==> src/rtl/bcd_countdown_timer.sv <==
// Two-digit BCD countdown timer with IDLE/RUN/PAUSE/DONE control and a tick prescaler.
// Define AUTO_RELOAD_EN to restart from the last loaded value at terminal count instead of stopping.
module bcd_countdown_timer #(
   parameter int TICK_DIV = 4
) (
   input  logic       clk,
   input  logic       reset,
   input  logic       load,
   input  logic [7:0] load_val,
   input  logic       start,
   input  logic       pause,
   output logic [7:0] count,
   output logic       busy,
   output logic       done,
   output logic       zero,
   output logic [1:0] dbg_state
);

   typedef enum logic [1:0] {
      IDLE  = 2'd0,
      RUN   = 2'd1,
      PAUSE = 2'd2,
      DONE  = 2'd3
   } state_t;

   localparam logic [7:0] PRESC_MAX = 8'(TICK_DIV - 1);

   state_t     state_q, state_d;
   logic [7:0] count_q, count_d;
   logic [7:0] presc_q, presc_d;
   logic       done_q, done_d;
   logic       busy_q, busy_d;
`ifdef AUTO_RELOAD_EN
   logic [7:0] reload_q, reload_d;
`endif

   logic [7:0] load_bcd;
   logic       tick;
   logic       terminal;
   logic       start_ok;

   function automatic logic [3:0] clamp_digit(input logic [3:0] d);
      return (d > 4'd9) ? 4'd9 : d;
   endfunction

   // Only called with a nonzero BCD value, so the tens borrow never underflows.
   function automatic logic [7:0] bcd_dec(input logic [7:0] v);
      logic [7:0] r;
      if (v[3:0] != 4'd0) r = {v[7:4], v[3:0] - 4'd1};
      else                r = {v[7:4] - 4'd1, 4'd9};
      return r;
   endfunction

   assign load_bcd = {clamp_digit(load_val[7:4]), clamp_digit(load_val[3:0])};
   assign tick     = (presc_q == PRESC_MAX);
   assign terminal = (count_q == 8'h01);
   assign start_ok = start && !pause && (count_q != 8'h00);

   always_comb begin
      state_d  = state_q;
      count_d  = count_q;
      presc_d  = presc_q;
      done_d   = 1'b0;
`ifdef AUTO_RELOAD_EN
      reload_d = reload_q;
`endif
      if (load && (state_q != RUN)) begin
         count_d  = load_bcd;
         presc_d  = 8'd0;
         state_d  = IDLE;
`ifdef AUTO_RELOAD_EN
         reload_d = load_bcd;
`endif
      end else begin
         case (state_q)
            IDLE, PAUSE: begin
               if (start_ok) state_d = RUN;
            end
            RUN: begin
               if (pause) begin
                  state_d = PAUSE;
               end else if (tick) begin
                  presc_d = 8'd0;
                  if (terminal) begin
`ifdef AUTO_RELOAD_EN
                     count_d = reload_q;
`else
                     count_d = 8'h00;
                     state_d = DONE;
`endif
                     // Guarantees done never stays high across back-to-back terminal ticks.
                     done_d = !done_q;
                  end else begin
                     count_d = bcd_dec(count_q);
                  end
               end else begin
                  presc_d = presc_q + 8'd1;
               end
            end
            DONE: begin
               state_d = DONE;
            end
            default: state_d = IDLE;
         endcase
      end
      busy_d = (state_d == RUN);
   end

   always_ff @(posedge clk) begin
      if (reset) begin
         state_q  <= IDLE;
         count_q  <= 8'h00;
         presc_q  <= 8'd0;
         done_q   <= 1'b0;
         busy_q   <= 1'b0;
`ifdef AUTO_RELOAD_EN
         reload_q <= 8'h00;
`endif
      end else begin
         state_q  <= state_d;
         count_q  <= count_d;
         presc_q  <= presc_d;
         done_q   <= done_d;
         busy_q   <= busy_d;
`ifdef AUTO_RELOAD_EN
         reload_q <= reload_d;
`endif
      end
   end

   assign count     = count_q;
   assign busy      = busy_q;
   assign done      = done_q;
   assign zero      = (count_q == 8'h00);
   assign dbg_state = state_q;

endmodule
==> config.mk <==
export PLATFORM = sky130hd
export DESIGN_NAME = bcd_countdown_timer
export DESIGN_NICKNAME = d
export VERILOG_FILES = /design/src/rtl/bcd_countdown_timer.sv
export SDC_FILE = /design/constraint.sdc
export NUM_CORES = 1
export LEC_CHECK = 0
export BUFFER_PORTS_ARGS = -buffer_cell sky130_fd_sc_hd__buf_2
export CAP_MARGIN = 20
export CORE_MARGIN = 2
export CORE_UTILIZATION = 35
export DETAILED_ROUTE_END_ITERATION = 10
export PLACE_DENSITY_LB_ADDON = 0.1
export SKIP_LAST_GASP = 1
export SYNTH_ARGS = -nofsm -noshare
export SYNTH_HDL_FRONTEND = slang
export SYNTH_SLANG_ARGS = --single-unit
export TNS_END_PERCENT = 20
==> constraint.sdc <==
create_clock -name clk -period 2.3 [get_ports clk]
set_input_delay 0.115 -clock clk [delete_from_list [all_inputs] [get_ports clk]]
set_output_delay 0.115 -clock clk [all_outputs]
set_load 0.005 [all_outputs]
-- Yosys cells after proc, flatten, opt, wreduce, memory -nomap -nowiden
Index checks and enable logic that the tools add are counted.
- flip-flop bits (word level): 20
- bits of input ports: 13
- logic and storage cells: 56
- output and inout port bits: 13
- bitwise operators: 4
- $lt $le $gt $ge: 2
- $add $sub $neg: 3
- mux-type cells: 15
- equality and inequality tests: 9
- reductions and logical operators: 17
- operators by type and width (operator ; count):
    $mux W8 ; 7
    $mux W2 ; 5
    $add A8 B1 Y8 const B ; 1
    $eq A8 B1 Y1 const B ; 1
    $eq A8 B2 Y1 const B ; 1
    $gt A4 B4 Y1 const B ; 2
    $logic_not A8 Y1 ; 1
    $mux W4 ; 2
    $reduce_bool A8 Y1 ; 1
    $sub A4 B1 Y4 const B ; 2
    $pmux W2 S3 ; 1
    $reduce_or A6 Y1 ; 1
    $eq A2 B1 Y1 const B ; 2
    $eq A2 B2 Y1 const B ; 2
    $ne A2 B1 Y1 const B ; 2
    $not A1 Y1 ; 4
    $reduce_and A4 Y1 ; 1
    $reduce_bool A2 Y1 ; 2
    $reduce_bool A4 Y1 ; 1
    $reduce_or A2 Y1 ; 2
    $logic_and A1 B1 Y1 ; 3
    $ne A3 B3 Y1 const B ; 1
    $reduce_and A3 Y1 ; 1
    $logic_not A1 Y1 ; 2
    other kinds (2) ; 2

-- Depth between registers and ports, before layout
Gate-level depths: netlist (run 1).
- depth after elaboration: 7
- gate-level depth with buffers: 6

-- Worst setup path after synthesis (run 1)
Ideal clock, no wire load.
- path type: reg-to-reg
- start: register count_q[4], in the netlist count[4]
- end: register busy_q, in the netlist busy
- period minus slack after synthesis: 2.002 ns
- library setup time: 0.115 ns
- required time: 2.185 ns
- data arrival time: 1.887 ns
- cell stages (with the launch flop): 7
- slack: 0.298 ns
- path through: dfxtp_1 inv_1 ha_1 or3b_4 or4b_4 o31a_1 o21ba_1
- word-level cells in the longest chain between the ends: 7
- ends and longest elaborated chain (item ; RTL line ; source):
    start: declaration ; 29 ; logic [7:0] count_q, count_d;
    start signal: assignment ; 121 ; count_q <= count_d;
    $eq A8 B1 Y1 ; 56 ; assign terminal = (count_q == 8'h01);
    $mux W2 ; 84 ; if (terminal) begin
    $mux W2 ; 82 ; end else if (tick) begin
    $mux W2 ; 80 ; if (pause) begin
    $pmux W2 S3 * ; 75 ; case (state_q)
    $mux W2 * ; 67 ; if (load && (state_q != RUN)) begin
    $eq A2 B1 Y1 * ; 106 ; busy_d = (state_d == RUN);
    end signal: assignment ; 124 ; busy_q <= busy_d;
    end: declaration ; 32 ; logic busy_q, busy_d;
Every way passes the cells marked *; elsewhere a longest branch is shown, timed or not.
A chain may end at the register's enable or synchronous reset.

-- Worst setup path after layout (run 1)
Ends and elaborated chain as after synthesis.

==> results of run 1 <==
[final timing paths]
check / from / end / slack (ns) / cells past startpoint
worst min-delay path: load_val[2] / count[2]$_SDFFE_PP0P_ / 0.06 / 3
worst max-delay path: count[4]$_SDFFE_PP0P_ / busy$_SDFF_PP0_ / 0.17 / 6
worst max register to register: count[4]$_SDFFE_PP0P_ / busy$_SDFF_PP0_ / 0.17 / 6
worst min register to register: done$_SDFF_PP0_ / done$_SDFF_PP0_ / 0.46 / 1
[report_power, final]
part	internal, uW	leakage [uW]	switching [uW]	total [uW]
combinational	67.3	0.000368	69.6	137
sequential	359	0.000163	18.1	377
clock	176	0.0000279	123	300
[cells by family after synthesis]
kind of cell    share of synthesized area, %
mux                                    3.749
flops                                  35.28
simple gates                           29.55
fa+ha+maj                              2.205
xor+xnor                               7.718
compound gates                         17.42
buf+inv                                4.079
[final cells by class]
class / instances / area, sq um / share of cell area, %
Inverter: 6 / 22.52 / 1.667
Multi-Input combinational cell: 101 / 688.2 / 50.93
Sequential cell: 20 / 400.4 / 29.63
Tap cell: 44 / 55.05 / 4.074
Clock buffer: 3 / 22.52 / 1.667
Timing Repair Buffer: 26 / 132.6 / 9.815
Clock inverter: 1 / 30.03 / 2.222
[critical path, stage by stage (launching register included)]
cell,delay (ns)
dfxtp_1,0.36
inv_1,0.08
ha_1,0.18
or3b_4,0.42
or4b_4,0.53
o31a_1,0.28
o21ba_1,0.19
[cells in the final DEF, fill, tap and decap left out, types with 2 or more instances in the layout]
master and count:
nor2b_1 2, clkbuf_4 3, xnor2_1 3, nand3_1 4
nand4b_1 2, a21oi_1 6, mux2i_1 2, and2_1 2
o21a_1 2, o22ai_1 2, nand4_1 3, or3_1 3
a211oi_1 6, o21ai_0 2, nand2b_1 2, nor2_1 15
nor3_1 6, xor2_1 7, nand2_1 5, mux2_2 2
inv_1 6, dfxtp_1 20, a211o_1 2, nor4_1 2
buf_2 25, ha_1 2
[routing by layer]
layer	part of all wire [%]	GRT usage [%]	routed length, um
met1	46	21.43	1244
met2	48	25.65	1309
met3	4.0	4.691	108
met4	1.4	6.522	37
met5	0	0	0
[through the flow]
stage / total power, uW / util, %
2_1_floorplan: 473.8 / -
3_3_place_gp: 521.3 / 42.20
3_5_place_dp: 520.9 / 42.20
4_1_cts: 822.8 / 43.90
5_1_grt: 854.3 / 43.90
6_report: 813.6 / 43.90
[flip-flops by register name, indices dropped and copies added, names as in the netlist]
name       count
busy           1
done           1
dbg_state      2
presc_q        8
count          8
==> impl_metrics.yaml, run 1 <==
timing:
  finalSetupTns_ns: 0
  setup_viol: 0
  slew_violations: 0
  slew_headroom_pct: 64.37
  skew_ns: 0.005840
  hold_slack_ns: 0.05832
  period_share_pct: 92.54
  grt_setup_unrepaired: "false"
  timing.final.hold_violations: 0
  max_freq_mhz: 469.8
  worst_slack_ns: 0.1715
  period_needed_ns: 2.128
  worstMarginPinSlew_ns: 0.5334
detailed_routing:
  drc_errors: 0
  wl_per_cell_um: 13.43
  finalWirelength_um: 2700
  first_pass_iters: 4
  ant_nets: 0
  drtIter0Drc: 27
  viasPerCell: 5.109
  vias: 1027
cts:
  cts_setup_buffers: 0
  cts-buffers-inserted: 3
  cts_sinks: 20
  clock_latency_ns: 0.32
  cts_tree: "yes"
  hold_buffers: 0
  clk_pin_slew_ns: 0.12
  htreeDepth: 1
  clk_path_buf_depth: 2
  cts_root_buffer: "clkbuf_4"
  cts_resized: 0
power_and_ir_drop:
  power_leakage_uw: 0.0005583
  peakVddDrop_mv: 0.2904
  cellPowerDensity_mw_per_mm2: 602.1
synth:
  synth.area.top_cells: "dfxtp_1, xor2_1, nor2_1"
  synth_top_area_share_pct: 35.28
  ys.flop_type: "dfxtp_1"
  synth_edf_count: 0
  syn_area_sq_mm: 0.001135
  synth-seq-cells: 20
  yosysSeqAreaShare_pct: 35.28
  yosysTopAreaCell: "dfxtp_1"
  synth_commonest_cells: "dfxtp_1, nor2_1, xor2_1"
  synth.most_common_cell: "dfxtp_1"
  synthDistinctLibCells: 45
  syn-mean-instance-area_sq_um: 8.533
  syn_inst: 133
  yosysWarningCount: 0
  syn-num-nets: 148
  async_flop_share_pct: 0
grt:
  grt_max_degree: 13
  antenna_found_initial: 0
  grt_pass1_wl_um: 4374
  grt_usage_pct: 16.43
  grt-ovfl-total: 0
  grt_pass1_vias: 934
worst_setup_path:
  worstSetupEndpointType: "register"
  critPathMaxFanout: 5
  worstPathArrival_ns: 2.35
  path_class: "reg2reg"
  cp-start-kind: "register"
  required_ns: 2.52
final_layout:
  fin_cells: 201
  nFillCells: 334
  drive_gt1_share_pct: 24.20
  areaGrowthSynthToFinish_pct: 19.07
  final_area_sq_mm: 0.001351
  n_antenna_cell: 0
  nets: 173
placed_design:
  port-buffer-count: 25
  placed_cells: 197
  dp.final_hpwl_um: 2050
  place_congestion: 0.7675
  dp_slack_ns: 0.2007
  postPlaceCellArea_sq_mm: 0.001299
run:
  max_cap_viol_count: 0
die:
  dieWidth_um: 60.94
  dieArea_sq_mm: 0.003714
  rows: 20
  pin_count: 26
  die_height_um: 60.94
  start_util_pct: 36.87
  coreArea_sq_mm: 0.003078
hold_path:
  hold_class: "in2reg"
status:
  outcome: "completed"
No activity file was read; power rests on OpenSTA's default activity.
==> run 2, diff against run 1 <==
--- a/config.mk
+++ b/config.mk
@@ -11,6 +11,7 @@
 export CORE_UTILIZATION = 35
 export DETAILED_ROUTE_END_ITERATION = 10
 export PLACE_DENSITY_LB_ADDON = 0.1
+export RECOVER_POWER = 50
 export SKIP_LAST_GASP = 1
 export SYNTH_ARGS = -nofsm -noshare
 export SYNTH_HDL_FRONTEND = slang
==> impl_metrics.yaml, run 2 (synthesis gave the netlist of run 1 again) <==
grt:
  grt_max_degree: 13
  grt_pass1_wl_um: 4374
  grt_pass1_vias: 934
  grt-busiest-layer: "met2"
  gr-usage-met1_pct: 21.43
  grt_use_met3_pct: 4.691
  grt_usage_pct: 16.43
  antenna_found_initial: 0
  grt-ovfl-total: 0
  grt_util_met2_pct: 25.65
timing:
  max_freq_mhz: 470.2
  setup_viol: 0
  skew_ns: 0.005720
  finalSetupTns_ns: 0
  slew_headroom_pct: 64.30
  slew_violations: 0
  hold_slack_ns: 0.05793
  period_share_pct: 92.48
  timing.final.hold_violations: 0
  worstMarginPinSlew_ns: 0.5344
  period_needed_ns: 2.127
  grt_setup_unrepaired: "false"
cts:
  clk_path_buf_depth: 2
  clock_latency_ns: 0.32
  clk_pin_slew_ns: 0.12
  hold_buffers: 0
  cts_sinks: 20
  cts_tree: "yes"
  htreeDepth: 1
  cts_setup_buffers: 0
  cts-buffers-inserted: 3
  cts_root_buffer: "clkbuf_4"
  cts_resized: 0
worst_setup_path:
  worstPathArrival_ns: 2.35
  worstSetupEndpointType: "register"
  cp-start-kind: "register"
  cpMaxStageDelayCell: "or4b_4"
  crit_family: "simple AND/OR/NAND/NOR gates"
  r2r_slack_ns: 0.17
  required_ns: 2.53
  path_cells: "inv_1 -> ha_1 -> or3b_4 -> or4b_4 -> o31a_1 -> o21ba_1"
  path_class: "reg2reg"
  critPathMaxFanout: 5
  critical-path-max-stage-delay_ns: 0.53
  critical_path_buf_inv_count: 1
die:
  die_height_um: 60.94
  dieWidth_um: 60.94
  start_util_pct: 36.87
  pin_count: 26
  coreArea_sq_mm: 0.003078
  rows: 20
  dieArea_sq_mm: 0.003714
status:
  outcome: "completed"
placed_design:
  dp.final_hpwl_um: 2050
  postPlaceCellArea_sq_mm: 0.001299
  place_congestion: 0.7675
  port-buffer-count: 25
detailed_routing:
  first_pass_iters: 4
  wl_per_cell_um: 13.42
  viasPerCell: 5.109
  finalWirelength_um: 2698
  ant_nets: 0
  drtIter0Drc: 28
  vias: 1027
  drc_errors: 0
power_and_ir_drop:
  power_leakage_uw: 0.0005345
  peakVddDrop_mv: 0.2903
  cellPowerDensity_mw_per_mm2: 604.0
  finalPower_uw: 811.7
final_layout:
  nets: 173
  nFillCells: 334
  drive_gt1_share_pct: 20.38
  areaGrowthSynthToFinish_pct: 18.41
  final_common_cell: "dfxtp_1"
  n_antenna_cell: 0
  final_cell_mix: "dfxtp_1, buf_2, nor2_1"
  final_area_sq_mm: 0.001344
hold_path:
  hold_class: "in2reg"
run:
  max_cap_viol_count: 0
==> run 2: cell count changes in the layout (fill, tap and decap cells not counted) <==
cell      change
buf_2         -6
clkbuf_1      +6
==> run 2: layer usage <==
metal  share of wire [%]  up-vias
met2                  49       17
met5                   0        -
met3                 4.2        5
li1                    -      536
met1                  46      469
met4                 1.4        0
==> run 2: power by group <==
part	internal [uW]	total [uW]	switching, uW
Sequential	359	377	18.3
Clock	176	300	123
Combinational	65.1	135	69.5
==> run 2: final timing paths <==
| check | start | end | cells after the start |
|---|---|---|---|
| setup / recovery | count[4]$_SDFFE_PP0P_ | busy$_SDFF_PP0_ | 6 |
| hold / removal | load_val[2] | count[2]$_SDFFE_PP0P_ | 3 |
| setup reg to reg | count[4]$_SDFFE_PP0P_ | busy$_SDFF_PP0_ | 6 |
| hold reg to reg | done$_SDFF_PP0_ | done$_SDFF_PP0_ | 1 |
==> run 2: area by class of cell <==
type | count | area [sq um] | share of cell area, %
well taps | 44 | 55.05 | 4.097
inverters | 6 | 22.52 | 1.676
clock buffers | 3 | 22.52 | 1.676
flip-flops and latches | 20 | 400.4 | 29.80
multi-input cells | 101 | 688.2 | 51.21
clock inverters | 1 | 30.03 | 2.235
repair buffers | 26 | 125.1 | 9.311
==> run 2: worst register-to-register path, cell delays in order, from the launching register on <==
cell	delay [ns]
dfxtp_1	0.36
inv_1	0.08
ha_1	0.18
or3b_4	0.42
or4b_4	0.53
o31a_1	0.28
o21ba_1	0.19
==> run 2: metrics by stage <==
| step | setup slack [ns] | std cells | util, % |
|---|---|---|---|
| detailed placement | 0.2007 | 197 | 42.20 |
| global placement | 0.2563 | 197 | 42.20 |
| CTS | 0.1708 | 201 | 43.90 |
| global route | 0.07988 | 201 | 43.66 |
| finish | 0.1730 | 201 | 43.66 |
| floorplan | 0.2979 | 133 | - |
==> run 3, diff against run 2 <==
--- a/config.mk
+++ b/config.mk
@@ -8,8 +8,9 @@
 export BUFFER_PORTS_ARGS = -buffer_cell sky130_fd_sc_hd__buf_2
 export CAP_MARGIN = 20
 export CORE_MARGIN = 2
-export CORE_UTILIZATION = 35
+export CORE_UTILIZATION = 52
 export DETAILED_ROUTE_END_ITERATION = 10
+export GPL_TIMING_DRIVEN = 0
 export PLACE_DENSITY_LB_ADDON = 0.1
 export RECOVER_POWER = 50
 export SKIP_LAST_GASP = 1
==> impl_metrics.yaml, run 3 (synthesis gave the netlist of run 1 again) <==
grt:
  grt_pass1_wl_um: 4312
  grt_pass1_vias: 1008
  grt-ovfl-total: 0
  antenna_found_initial: 0
  grt_usage_pct: 21.58
  grt_max_degree: 12
timing:
  hold_slack_ns: 0.07709
  finalSetupTns_ns: 0
  worst_slack_ns: 0.1825
  worstMarginPinSlew_ns: 0.4559
  grt_setup_unrepaired: "false"
  slew_headroom_pct: 69.60
  max_freq_mhz: 472.3
  period_share_pct: 92.07
  setup_viol: 0
  period_needed_ns: 2.118
  skew_ns: 0.005395
  timing.final.hold_violations: 0
  slew_violations: 0
worst_setup_path:
  r2r_end: "busy$_SDFF_PP0_"
  r2r_cells: 6
  crit_family: "simple AND/OR/NAND/NOR gates"
  cp-start-kind: "register"
  worstSetupEndpointType: "register"
  worstPathArrival_ns: 2.33
  required_ns: 2.51
  r2r_slack_ns: 0.18
  critPathMaxFanout: 5
  critical-path-max-stage-delay_ns: 0.53
  path_cells: "inv_1 -> ha_1 -> or3b_4 -> or4b_4 -> o31a_1 -> o21ba_1"
  path_class: "reg2reg"
  r2r-start: "count[4]$_SDFFE_PP0P_"
  cpMaxStageDelayCell: "or4b_4"
  critical_path_buf_inv_count: 1
cts:
  hold_buffers: 0
  cts-buffers-inserted: 3
  cts_setup_buffers: 0
  cts_resized: 0
  htreeDepth: 1
  cts_root_buffer: "clkbuf_4"
  cts_tree: "yes"
  cts_sinks: 20
  clock_latency_ns: 0.30
  clk_pin_slew_ns: 0.12
  clk_path_buf_depth: 2
placed_design:
  place_congestion: 0.8239
  dp.final_hpwl_um: 1887
  dp_slack_ns: 0.1945
  port-buffer-count: 25
final_layout:
  areaGrowthSynthToFinish_pct: 16.65
  post-route-util_pct: 66.13
  drive_gt1_share_pct: 20.37
  n_antenna_cell: 0
  nets: 178
  final_cell_mix: "buf_2, dfxtp_1, nor2_1"
  final_common_cell: "buf_2"
die:
  dieArea_sq_mm: 0.002572
  pin_count: 26
  die_height_um: 50.72
  rows: 16
  dieWidth_um: 50.72
  coreArea_sq_mm: 0.002002
  start_util_pct: 56.69
power_and_ir_drop:
  cellPowerDensity_mw_per_mm2: 545.6
  finalPower_uw: 722.2
  peakVddDrop_mv: 0.3426
  power_leakage_uw: 0.0005348
detailed_routing:
  wl_per_cell_um: 12.98
  vias: 1079
  drtIter0Drc: 24
  drc_errors: 0
  viasPerCell: 5.709
  first_pass_iters: 4
  finalWirelength_um: 2453
  ant_nets: 0
hold_path:
  whs_path_depth: 3
  hold_end: "count[2]$_SDFFE_PP0P_"
  min_from: "load_val[2]"
  hold_class: "in2reg"
status:
  outcome: "completed"
run:
  max_cap_viol_count: 0
## run 3: through the flow
step | cells | instance area [sq um]
global route | 189 | 1324
floorplan | 133 | 1135
detailed placement | 185 | 1294
CTS | 189 | 1330
global placement | 185 | 1294
finish | 189 | 1324
## run 3: worst register-to-register path: stages, from the launching register on
cell     delay, ns
dfxtp_1       0.35
inv_1         0.08
ha_1          0.17
or3b_4        0.42
or4b_4        0.53
o31a_1        0.29
o21ba_1       0.19
## run 3: power breakdown
part | switching (uW) | leakage, uW | internal (uW)
combinational | 75.4 | 0.000351 | 67.6
sequential | 12.1 | 0.000163 | 359
clock | 112 | 0.0000210 | 96.5
total | 199 | 0.000535 | 523
## run 3: worst max path at each step
stage / to / from / cells past startpoint / slack, ns
floorplan: busy$_SDFF_PP0_ / count[4]$_SDFFE_PP0P_ / 6 / 0.30
global placement: busy$_SDFF_PP0_ / count[4]$_SDFFE_PP0P_ / 6 / 0.21
detailed placement: busy$_SDFF_PP0_ / count[4]$_SDFFE_PP0P_ / 6 / 0.19
CTS: busy$_SDFF_PP0_ / count[4]$_SDFFE_PP0P_ / 6 / 0.18
global route: busy$_SDFF_PP0_ / count[4]$_SDFFE_PP0P_ / 6 / 0.11
finish: busy$_SDFF_PP0_ / count[4]$_SDFFE_PP0P_ / 6 / 0.18
## run 3: area by class of cell
class / count / area (sq um)
Buffer: 6 / 23.77
Clock buffer: 4 / 36.28
Fill cell: 188 / 678.2
Inverter: 6 / 22.52
Multi-Input combinational cell: 101 / 688.2
Sequential cell: 20 / 400.4
Tap cell: 27 / 33.78
Timing Repair Buffer: 25 / 118.9
## run 3: metal layers
layer | track usage, % | part of all wire (%)
met4 | 5.405 | 0.77
met1 | 27.81 | 46
met3 | 3.571 | 4.2
met5 | 0 | 0
met2 | 37.28 | 49
